[config.mk]
export PLATFORM = sky130hd
export DESIGN_NAME = if_stage_fq
export DESIGN_NICKNAME = d
export VERILOG_FILES = /design/src/rtl/if_pkg.sv /design/src/rtl/if_stage_fq_fetch_fifo.sv /design/src/rtl/if_stage_fq.sv
export SDC_FILE = /design/constraint.sdc
export NUM_CORES = 1
export LEC_CHECK = 0
export ABC_AREA = 1
export BUFFER_PORTS_ARGS = -buffer_cell sky130_fd_sc_hd__buf_4
export CELL_PAD_IN_SITES_DETAIL_PLACEMENT = 0
export CELL_PAD_IN_SITES_GLOBAL_PLACEMENT = 1
export CORE_ASPECT_RATIO = 1.5
export CORE_MARGIN = 2
export CORE_UTILIZATION = 49
export DETAILED_ROUTE_END_ITERATION = 6
export GPL_TIMING_DRIVEN = 0
export PLACE_DENSITY = 0.86
export SYNTH_ARGS = -nofsm -noshare
export SYNTH_HDL_FRONTEND = slang
export SYNTH_HIERARCHICAL = 1
export SYNTH_SLANG_ARGS = --single-unit
[constraint.sdc]
create_clock -name i_clk -period 8.8 [get_ports i_clk]
set_clock_uncertainty 0.2 [all_clocks]
set_input_delay 0.88 -clock i_clk [delete_from_list [all_inputs] [get_ports i_clk]]
set_output_delay 0.88 -clock i_clk [all_outputs]
set_load 0.05 [all_outputs]
[src/rtl/if_pkg.sv]
// Shared defaults, entry type and sizing helper for the fetch stage.
package if_pkg;

  localparam int DEF_ADDR_W  = 32;
  localparam int DEF_INSTR_W = 32;
  localparam int DEF_PC_STEP = 4;

  typedef struct packed {
    logic [DEF_ADDR_W-1:0]  pc_next;
    logic [DEF_INSTR_W-1:0] instr;
  } fq_entry_t;

  function automatic int clog2(input int value);
    int r;
    r = 0;
    for (int v = value - 1; v > 0; v = v >> 1) r++;
    return r;
  endfunction

endpackage

[src/rtl/if_stage_fq_fetch_fifo.sv]
// Synchronous FIFO holding fetched entries; clear empties it in one edge.
module fetch_fifo import if_pkg::*; #(
  parameter int WIDTH = 64,
  parameter int DEPTH = 4,
  localparam int PTR_W = clog2(DEPTH),
  localparam int CNT_W = PTR_W + 1
) (
  input  logic             i_clk,
  input  logic             i_rst,
  input  logic             i_push,
  input  logic             i_pop,
  input  logic             i_clear,
  input  logic [WIDTH-1:0] i_data,
  output logic [WIDTH-1:0] o_data,
  output logic             o_full,
  output logic             o_empty,
  output logic [CNT_W-1:0] o_count
);

  logic [WIDTH-1:0] r_mem [DEPTH];
  logic [PTR_W-1:0] r_rd_ptr;
  logic [PTR_W-1:0] r_wr_ptr;
  logic [CNT_W-1:0] r_count;
  logic             w_do_push;
  logic             w_do_pop;

  assign o_full    = (r_count == CNT_W'(DEPTH));
  assign o_empty   = (r_count == '0);
  assign o_count   = r_count;
  assign w_do_push = i_push && !o_full;
  assign w_do_pop  = i_pop && !o_empty;
  // Head is masked to zero so an empty queue never leaks stale data.
  assign o_data    = o_empty ? '0 : r_mem[r_rd_ptr];

  always_ff @(posedge i_clk or posedge i_rst) begin
    if (i_rst) begin
      r_rd_ptr <= '0;
      r_wr_ptr <= '0;
      r_count  <= '0;
    end else if (i_clear) begin
      r_rd_ptr <= '0;
      r_wr_ptr <= '0;
      r_count  <= '0;
    end else begin
      if (w_do_push) r_wr_ptr <= r_wr_ptr + PTR_W'(1);
      if (w_do_pop)  r_rd_ptr <= r_rd_ptr + PTR_W'(1);
      if (w_do_push && !w_do_pop)      r_count <= r_count + CNT_W'(1);
      else if (!w_do_push && w_do_pop) r_count <= r_count - CNT_W'(1);
    end
  end

  always_ff @(posedge i_clk) begin
    if (w_do_push && !i_clear) r_mem[r_wr_ptr] <= i_data;
  end

endmodule

[src/rtl/if_stage_fq.sv]
// Instruction-fetch stage: PC register, redirect and a decoupled fetch queue to ID.
// Optional fetch/flush statistics counters are enabled by defining IF_FETCH_STATS_EN.
module if_stage_fq import if_pkg::*; #(
  parameter int                ADDR_W   = DEF_ADDR_W,
  parameter int                INSTR_W  = DEF_INSTR_W,
  parameter int                FQ_DEPTH = 4,
  parameter int                PC_STEP  = DEF_PC_STEP,
  parameter logic [ADDR_W-1:0] RESET_PC = '0
) (
  input  logic               i_clk,
  input  logic               i_rst,
  input  logic               i_freeze,
  input  logic               i_br_taken,
  input  logic [ADDR_W-1:0]  i_br_addr,
  output logic [ADDR_W-1:0]  o_imem_addr,
  input  logic [INSTR_W-1:0] i_imem_data,
  output logic               o_id_valid,
  input  logic               i_id_ready,
  output logic [ADDR_W-1:0]  o_id_pc,
  output logic [INSTR_W-1:0] o_id_instr
`ifdef IF_FETCH_STATS_EN
  ,
  output logic [31:0]        o_stat_fetched,
  output logic [31:0]        o_stat_flushed
`endif
);

  localparam int ENTRY_W = ADDR_W + INSTR_W;
  localparam int CNT_W   = clog2(FQ_DEPTH) + 1;

  logic [ADDR_W-1:0]  r_pc;
  logic [ADDR_W-1:0]  w_pc_next;
  logic               w_fetch_en;
  logic               w_pop;
  logic               w_fq_full;
  logic               w_fq_empty;
  logic [CNT_W-1:0]   w_fq_count;
  logic [ENTRY_W-1:0] w_head;

  assign o_imem_addr = r_pc;
  assign w_pc_next   = r_pc + ADDR_W'(PC_STEP);
  // Fullness is judged before this cycle's dequeue, so a full queue skips a fetch.
  assign w_fetch_en  = !i_br_taken && !i_freeze && !w_fq_full;
  assign o_id_valid  = !w_fq_empty;
  assign w_pop       = o_id_valid && i_id_ready;
  assign o_id_pc     = w_head[ENTRY_W-1:INSTR_W];
  assign o_id_instr  = w_head[INSTR_W-1:0];

  always_ff @(posedge i_clk or posedge i_rst) begin
    if (i_rst)           r_pc <= RESET_PC;
    else if (i_br_taken) r_pc <= i_br_addr;
    else if (w_fetch_en) r_pc <= w_pc_next;
  end

  fetch_fifo #(
    .WIDTH (ENTRY_W),
    .DEPTH (FQ_DEPTH)
  ) u_fifo (
    .i_clk   (i_clk),
    .i_rst   (i_rst),
    .i_push  (w_fetch_en),
    .i_pop   (w_pop),
    .i_clear (i_br_taken),
    .i_data  ({w_pc_next, i_imem_data}),
    .o_data  (w_head),
    .o_full  (w_fq_full),
    .o_empty (w_fq_empty),
    .o_count (w_fq_count)
  );

`ifdef IF_FETCH_STATS_EN
  logic [31:0]      r_stat_fetched;
  logic [31:0]      r_stat_flushed;
  logic [CNT_W-1:0] w_flush_n;
  logic [32:0]      w_fetched_sum;
  logic [32:0]      w_flushed_sum;

  // A same-cycle dequeue completes normally, so it is not counted as flushed.
  assign w_flush_n     = w_fq_count - CNT_W'(w_pop);
  assign w_fetched_sum = {1'b0, r_stat_fetched} + 33'(1);
  assign w_flushed_sum = {1'b0, r_stat_flushed} + 33'(w_flush_n);

  always_ff @(posedge i_clk or posedge i_rst) begin
    if (i_rst) begin
      r_stat_fetched <= '0;
      r_stat_flushed <= '0;
    end else begin
      if (w_fetch_en) r_stat_fetched <= w_fetched_sum[32] ? '1 : w_fetched_sum[31:0];
      if (i_br_taken) r_stat_flushed <= w_flushed_sum[32] ? '1 : w_flushed_sum[31:0];
    end
  end

  assign o_stat_fetched = r_stat_fetched;
  assign o_stat_flushed = r_stat_flushed;
`else
  logic w_unused_count;
  assign w_unused_count = ^w_fq_count;
`endif

endmodule

==> flow_summary.ini, run 1 <==
[final_layout]
regArea_um2 = 8660
final_util_pct = 60.7
final_common_cell = nor2_1
final_net_count = 1420
fillers = 2084
drive_above_1_share_pct = 19.9
n_antenna_cell = 0
final_cell_mix = nor2_1, edfxtp_1, buf_4, nand2_1, o21ai_0
multi_input_area_um2 = 3470
area_growth_pct = 21.5
fin_cells = 1693

[logic_synthesis]
synth_compound_area_share_pct = 9.87
synth-seq-cells = 295
synth_cell_type_count = 33
synthAdderAreaFrac_pct = 0.655
syn_inst = 1143
synth_top_family_by_area = simple AND/OR/NAND/NOR gates
synth_nets = 1218
async_flop_share_pct = 13.2
yosys.area_share.simple_pct = 15.4
ys_seq_area_share_pct = 68.7
synthMuxAreaShare_pct = 0
synth_edf_count = 256
synth_warnings = 6
synth-main-ff-cell = edfxtp_1
synth_xor_area_share_pct = 1.36
synth_area_per_cell_um2 = 11.0
netlist_area_um2 = 12600

[floorplanning]
num_io_pins = 166
rows = 71
start_util_pct = 50.0
dieArea_um2 = 27000
core_um2 = 25200
die_h_um = 200
die_width_um = 135

[clocking]
clkSlewWorstSetupHoldPaths_ps = 60
cts.sinks = 295
cts_setup_buffers = 0
clk_latency_ps = 530
cts_buffers = 26
cts_tree = built
cts.htree.levels = 1
cts_root_buf = clkbuf_16
ctsLongestPathBuffers = 3
cts_resized = 0
hold_buffers = 0

[critical_path]
cp_num_buf_inv = 4
cp_max_fo = 10
cpPeakStageDelay_ps = 420
crit_chain = inv_2 > buf_2 > clkbuf_1 > o21ai_0 > a21oi_1 > buf_4
cp_slowest_cell = dfrtp_1
critPathArrivalTime_ps = 2480
cpLargestDelayFamily = buffers and inverters
required_ps = 7720
endpoint_kind = primary output
start_kind = register
worstSetupPathType = register to primary output

[global_routing]
antenna_found_initial = 0
grt_pass1_vias = 8832
track_usage_pct = 22.2
grt-ovfl-total = 0
grt_pass1_wl_um = 46400
grt_max_degree = 33

[sta]
setup_viol = 0
tns_ps = 0
min_period_ps = 3560
fmax_ghz = 0.281
worst_pin_slew_ps = 776
slew_headroom_pct = 48.1
drv_slew = 0
rsz0062_at_grt = false
holdWs_ps = 127
final-hold-violation-count = 0
worst_slack_ps = 5240
finalCritPeriodShare_pct = 40.4

[outcome]
status = finished clean

[placed_design]
dp_slack_ps = 4700
dp_hpwl_um = 20600
place_inst = 1644
port_buffers = 165
place_congestion = 0.856

[power]
ir_worst_vdd_uv = 175
p_leak_nw = 5.90
powerDensity_nw_per_um2 = 292

[detailed_routing]
dr.pass1.iters = 5
drc = 0
drt_first_iter_violations = 587
route.vias.total = 8770
postRouteAntennaNets = 0
wl_um = 29900
vias_per_cell = 5.18
wl_per_cell_um = 17.6

[job]
drv_cap = 0

[worst_hold_path]
hold_class = input port to async pin
-- final timing paths --
path,startpoint,to,slack [ps],cells after the start
min,i_rst,u_fifo/r_rd_ptr[1],130,2
max in group asynchronous,i_rst,o_imem_addr[30],7740,3
max reg2reg,u_fifo/o_count[2],u_fifo/r_mem[1][32],5350,11
min reg2reg,u_fifo/o_count[0],u_fifo/o_count[0],330,1
max,u_fifo/r_rd_ptr[0],o_id_pc[13],5240,6
min in group i_clk,u_fifo/o_count[0],u_fifo/o_count[0],330,1
-- cells in the mapped netlist, types with 9 or more instances --
| master | n | area, um2 |
|---|---|---|
| buf_4 | 15 | 113 |
| a22oi_1 | 27 | 203 |
| edfxtp_1 | 256 | 7690 |
| nand3_1 | 12 | 60.1 |
| buf_2 | 14 | 70.1 |
| o21ai_0 | 135 | 676 |
| buf_1 | 9 | 33.8 |
| nand2_1 | 148 | 556 |
| xor2_1 | 11 | 96.3 |
| clkbuf_1 | 19 | 71.3 |
| dfrtp_1 | 39 | 976 |
| inv_1 | 47 | 176 |
| a21oi_1 | 64 | 320 |
| nor2_1 | 294 | 1100 |
-- power by group --
part | internal, mW | total, mW | switching [mW]
logic | 0.445 | 1.69 | 1.24
registers | 1.62 | 1.68 | 0.0565
clock network | 0.623 | 1.10 | 0.479
total | 2.69 | 4.46 | 1.78
-- worst register-to-register path, stage by stage (launching register included) --
cell     delay [ps]
dfrtp_1         440
nand2_1         140
inv_1            80
inv_1            70
nand2_2         110
inv_1           260
buf_2           320
inv_1            90
a21oi_2         200
nand2_1         280
nor2_4          680
buf_12          280
-- stage by stage --
stage                     total power, mW  instance area (um2)
final                                4.46                15300
after global routing                 4.64                15300
after CTS                            4.50                15300
after detailed placement             3.40                14400
after global placement               3.38                14300
after floorplan                      2.83                12600
-- sequential cells by signal (all words and copies together), names as in the netlist --
register         cells
u_fifo/o_count       3
u_fifo/r_rd_ptr      2
u_fifo/r_mem       256
o_imem_addr         32
u_fifo/r_wr_ptr      2
-- logic make-up (layout without fill, tap and decap cells) --
kind of cell / Yosys count / in the layout
adder cells (fa/ha/maj): 6 / 6
AO/OA/AOI/OAI: 233 / 233
flip-flops: 295 / 295
buffers and inverters: 110 / 332
AND/OR/NAND/NOR: 482 / 482
XOR/XNOR: 17 / 17
-- area by class of cell --
cell class                 instances  share of cell area, %
buffer                            59                   2.03
clock buffer                      33                   4.56
clock inverter                    15                  0.907
inverter                          51                   1.25
multi-input combinational        738                   22.7
sequential                       295                   56.6
tap                              328                   2.68
timing repair buffer             174                   9.32
-- routing by layer --
metal	track usage, %	share of wire [%]	vias up
met4	7.11	2.6	0
met1	26.5	38	4109
met3	2.30	5.1	58
met2	41.4	55	270
li1	-	-	4333
met5	0	0	-
Note: power is estimated with default switching activity, not from simulation.
==> run 2: changes to the inputs <==
Settings changed: CORE_UTILIZATION 49 to 41, PLACE_DENSITY 0.86 to 0.76.
Clock period 8.8 ns to 2.9 ns, I/O delays scaled along.
==> run 2 against run 1 <==
Net effect: clock power grew to 3.1 times the previous value; sequential power grew to 3.0 times the previous value; critical path depth is the same; setup slack lost 5100 ps; worst hold slack lost 94 ps; count of clock-buffer cells in the layout grew 3; global-route usage shrank 2.1 points; sequential share of layout area shrank 3.4 points; critical path type unchanged; largest cell class unchanged.
==> flow_summary.ini, run 2 (same netlist as run 1, synthesis figures left out) <==
[outcome]
status = finished clean

[global_routing]
track_usage_pct = 20.1
grt-ovfl-total = 0
grt_max_degree = 33
grt_pass1_vias = 8946
grt_pass1_wl_um = 49600
antenna_found_initial = 0

[critical_path]
cp_common_cell = buf_2
worstSetupPathType = register to primary output
cpLargestDelayFamily = buffers and inverters
required_ps = 2410
endpoint_kind = primary output
cp_slowest_cell = dfrtp_1
critPathArrivalTime_ps = 2290
start_kind = register
cpPeakStageDelay_ps = 430
crit_chain = inv_2 > buf_2 > buf_2 > o21ai_0 > a21oi_1 > buf_4
cp_num_buf_inv = 4
cp_max_fo = 10

[sta]
finalCritPeriodShare_pct = 95.7
slew_headroom_pct = 56.4
holdWs_ps = 32.7
final-hold-violation-count = 0
worst_slack_ps = 125
setup_viol = 0
worst_pin_slew_ps = 653
fmax_ghz = 0.360
min_period_ps = 2780
drv_slew = 0

[clocking]
cts_tree = built
cts.sinks = 295
cts_root_buf = clkbuf_16
clk_latency_ps = 540
cts_buffers = 28
ctsLongestPathBuffers = 3
cts.htree.levels = 1
clkSlewWorstSetupHoldPaths_ps = 60

[detailed_routing]
postRouteAntennaNets = 0
wl_per_cell_um = 17.8
wl_um = 32800
vias_per_cell = 4.94
dr.pass1.iters = 5
drt_first_iter_violations = 543
drc = 0
route.vias.total = 9129

[final_layout]
drive_above_1_share_pct = 21.2
fin_cells = 1847
final_cell_mix = nor2_1, edfxtp_1, buf_4, nand2_1, o21ai_0
final_util_pct = 53.9
area_growth_pct = 29.3
largest_register = u_fifo/r_mem
fillers = 2672
largest_reg_flops = 256
final_net_count = 1501
n_antenna_cell = 0
final_common_cell = nor2_1

[floorplanning]
dieArea_um2 = 32200
num_io_pins = 166
start_util_pct = 41.7
core_um2 = 30300
die_h_um = 219
rows = 78
die_width_um = 147

[power]
powerDensity_nw_per_um2 = 852
ir_worst_vdd_uv = 479
p_leak_nw = 6.32

[worst_hold_path]
hold_class = input port to register

[placed_design]
place_congestion = 0.855
port_buffers = 165
dp_hpwl_um = 21900
place_inst = 1716
dp_slack_ps = -468

[job]
drv_cap = 0
==> run 2: cell types whose count changed in the layout (fill, tap and decap cells not counted), sizes merged <==
cell         previous run  this run
nor2                  306       308
dlygate4sd3             0        72
buf                   214       221
clkbuf                 52        53
bufinv                  2         0
clkinv                 11         9
inv                    49        55
clkinvlp                4         2
==> run 2: worst paths after layout <==
| check | from | slack (ps) | end | cells past startpoint |
|---|---|---|---|---|
| worst max register to register | u_fifo/o_count[0] | 180 | u_fifo/o_count[2] | 18 |
| worst min register to register | u_fifo/o_count[0] | 320 | u_fifo/o_count[0] | 1 |
| worst min-delay path | i_freeze | 30 | o_imem_addr[31] | 6 |
| max in group asynchronous | i_rst | 1870 | o_imem_addr[13] | 4 |
| worst max-delay path | u_fifo/r_rd_ptr[0] | 120 | o_id_instr[27] | 6 |
| min in group asynchronous | i_rst | 70 | u_fifo/r_rd_ptr[1] | 3 |
==> run 2: power by group <==
group	total, mW	leakage (nW)	switching [mW]	internal (mW)
combinational	5.36	3.11	3.88	1.48
sequential	5.10	2.79	0.181	4.92
clock	3.42	0.428	1.53	1.89
total	13.9	6.32	5.58	8.29
==> run 2: final cells by class <==
cell class / count / area (um2) / share of cell area, %
well taps: 400 / 500 / 3.07
inverters: 51 / 199 / 1.22
multi-input cells: 740 / 3520 / 21.6
clock buffers: 36 / 772 / 4.74
repair buffers: 252 / 2200 / 13.5
flip-flops and latches: 295 / 8670 / 53.2
plain buffers: 58 / 337 / 2.07
clock inverters: 15 / 97.6 / 0.599
==> run 2: repair_timing <==
item,CTS,global route
gates resized for setup,17,18
setup endpoints to repair,266,139
hold buffers,72,0
setup buffers,3,3
pin swaps,2,3
gates cloned,0,2
hold endpoints to repair,201,0
==> run 2: per-layer routing <==
metal / wire length (um) / track usage [%]
met5: 0 / 0
met3: 1240 / 2.11
met2: 18000 / 38.7
met1: 13000 / 23.7
met4: 534 / 5.22
==> run 2: worst reg2reg max path, stage by stage (launching register included) <==
cell and delay (ps):
dfrtp_2 440, nor2_4 140, nand2_1 90, inv_1 120, inv_2 60, nand2_4 130
inv_8 60, buf_8 150, inv_1 100, a21oi_4 60, nand2_2 120, inv_1 70
fa_1 410, xnor2_2 160, inv_1 70, nand2_1 60, nand2_1 40, nand3_1 60
nand2_1 60
==> run 2: metrics by stage <==
step	total power, mW	cell area [um2]	setup TNS [ps]
5_1_grt	14.5	16300	-10.3
6_report	13.9	16300	0
2_1_floorplan	8.60	12700	0
4_1_cts	13.9	16200	-4930
3_5_place_dp	10.4	14600	-63730
3_3_place_gp	10.4	14400	-313380
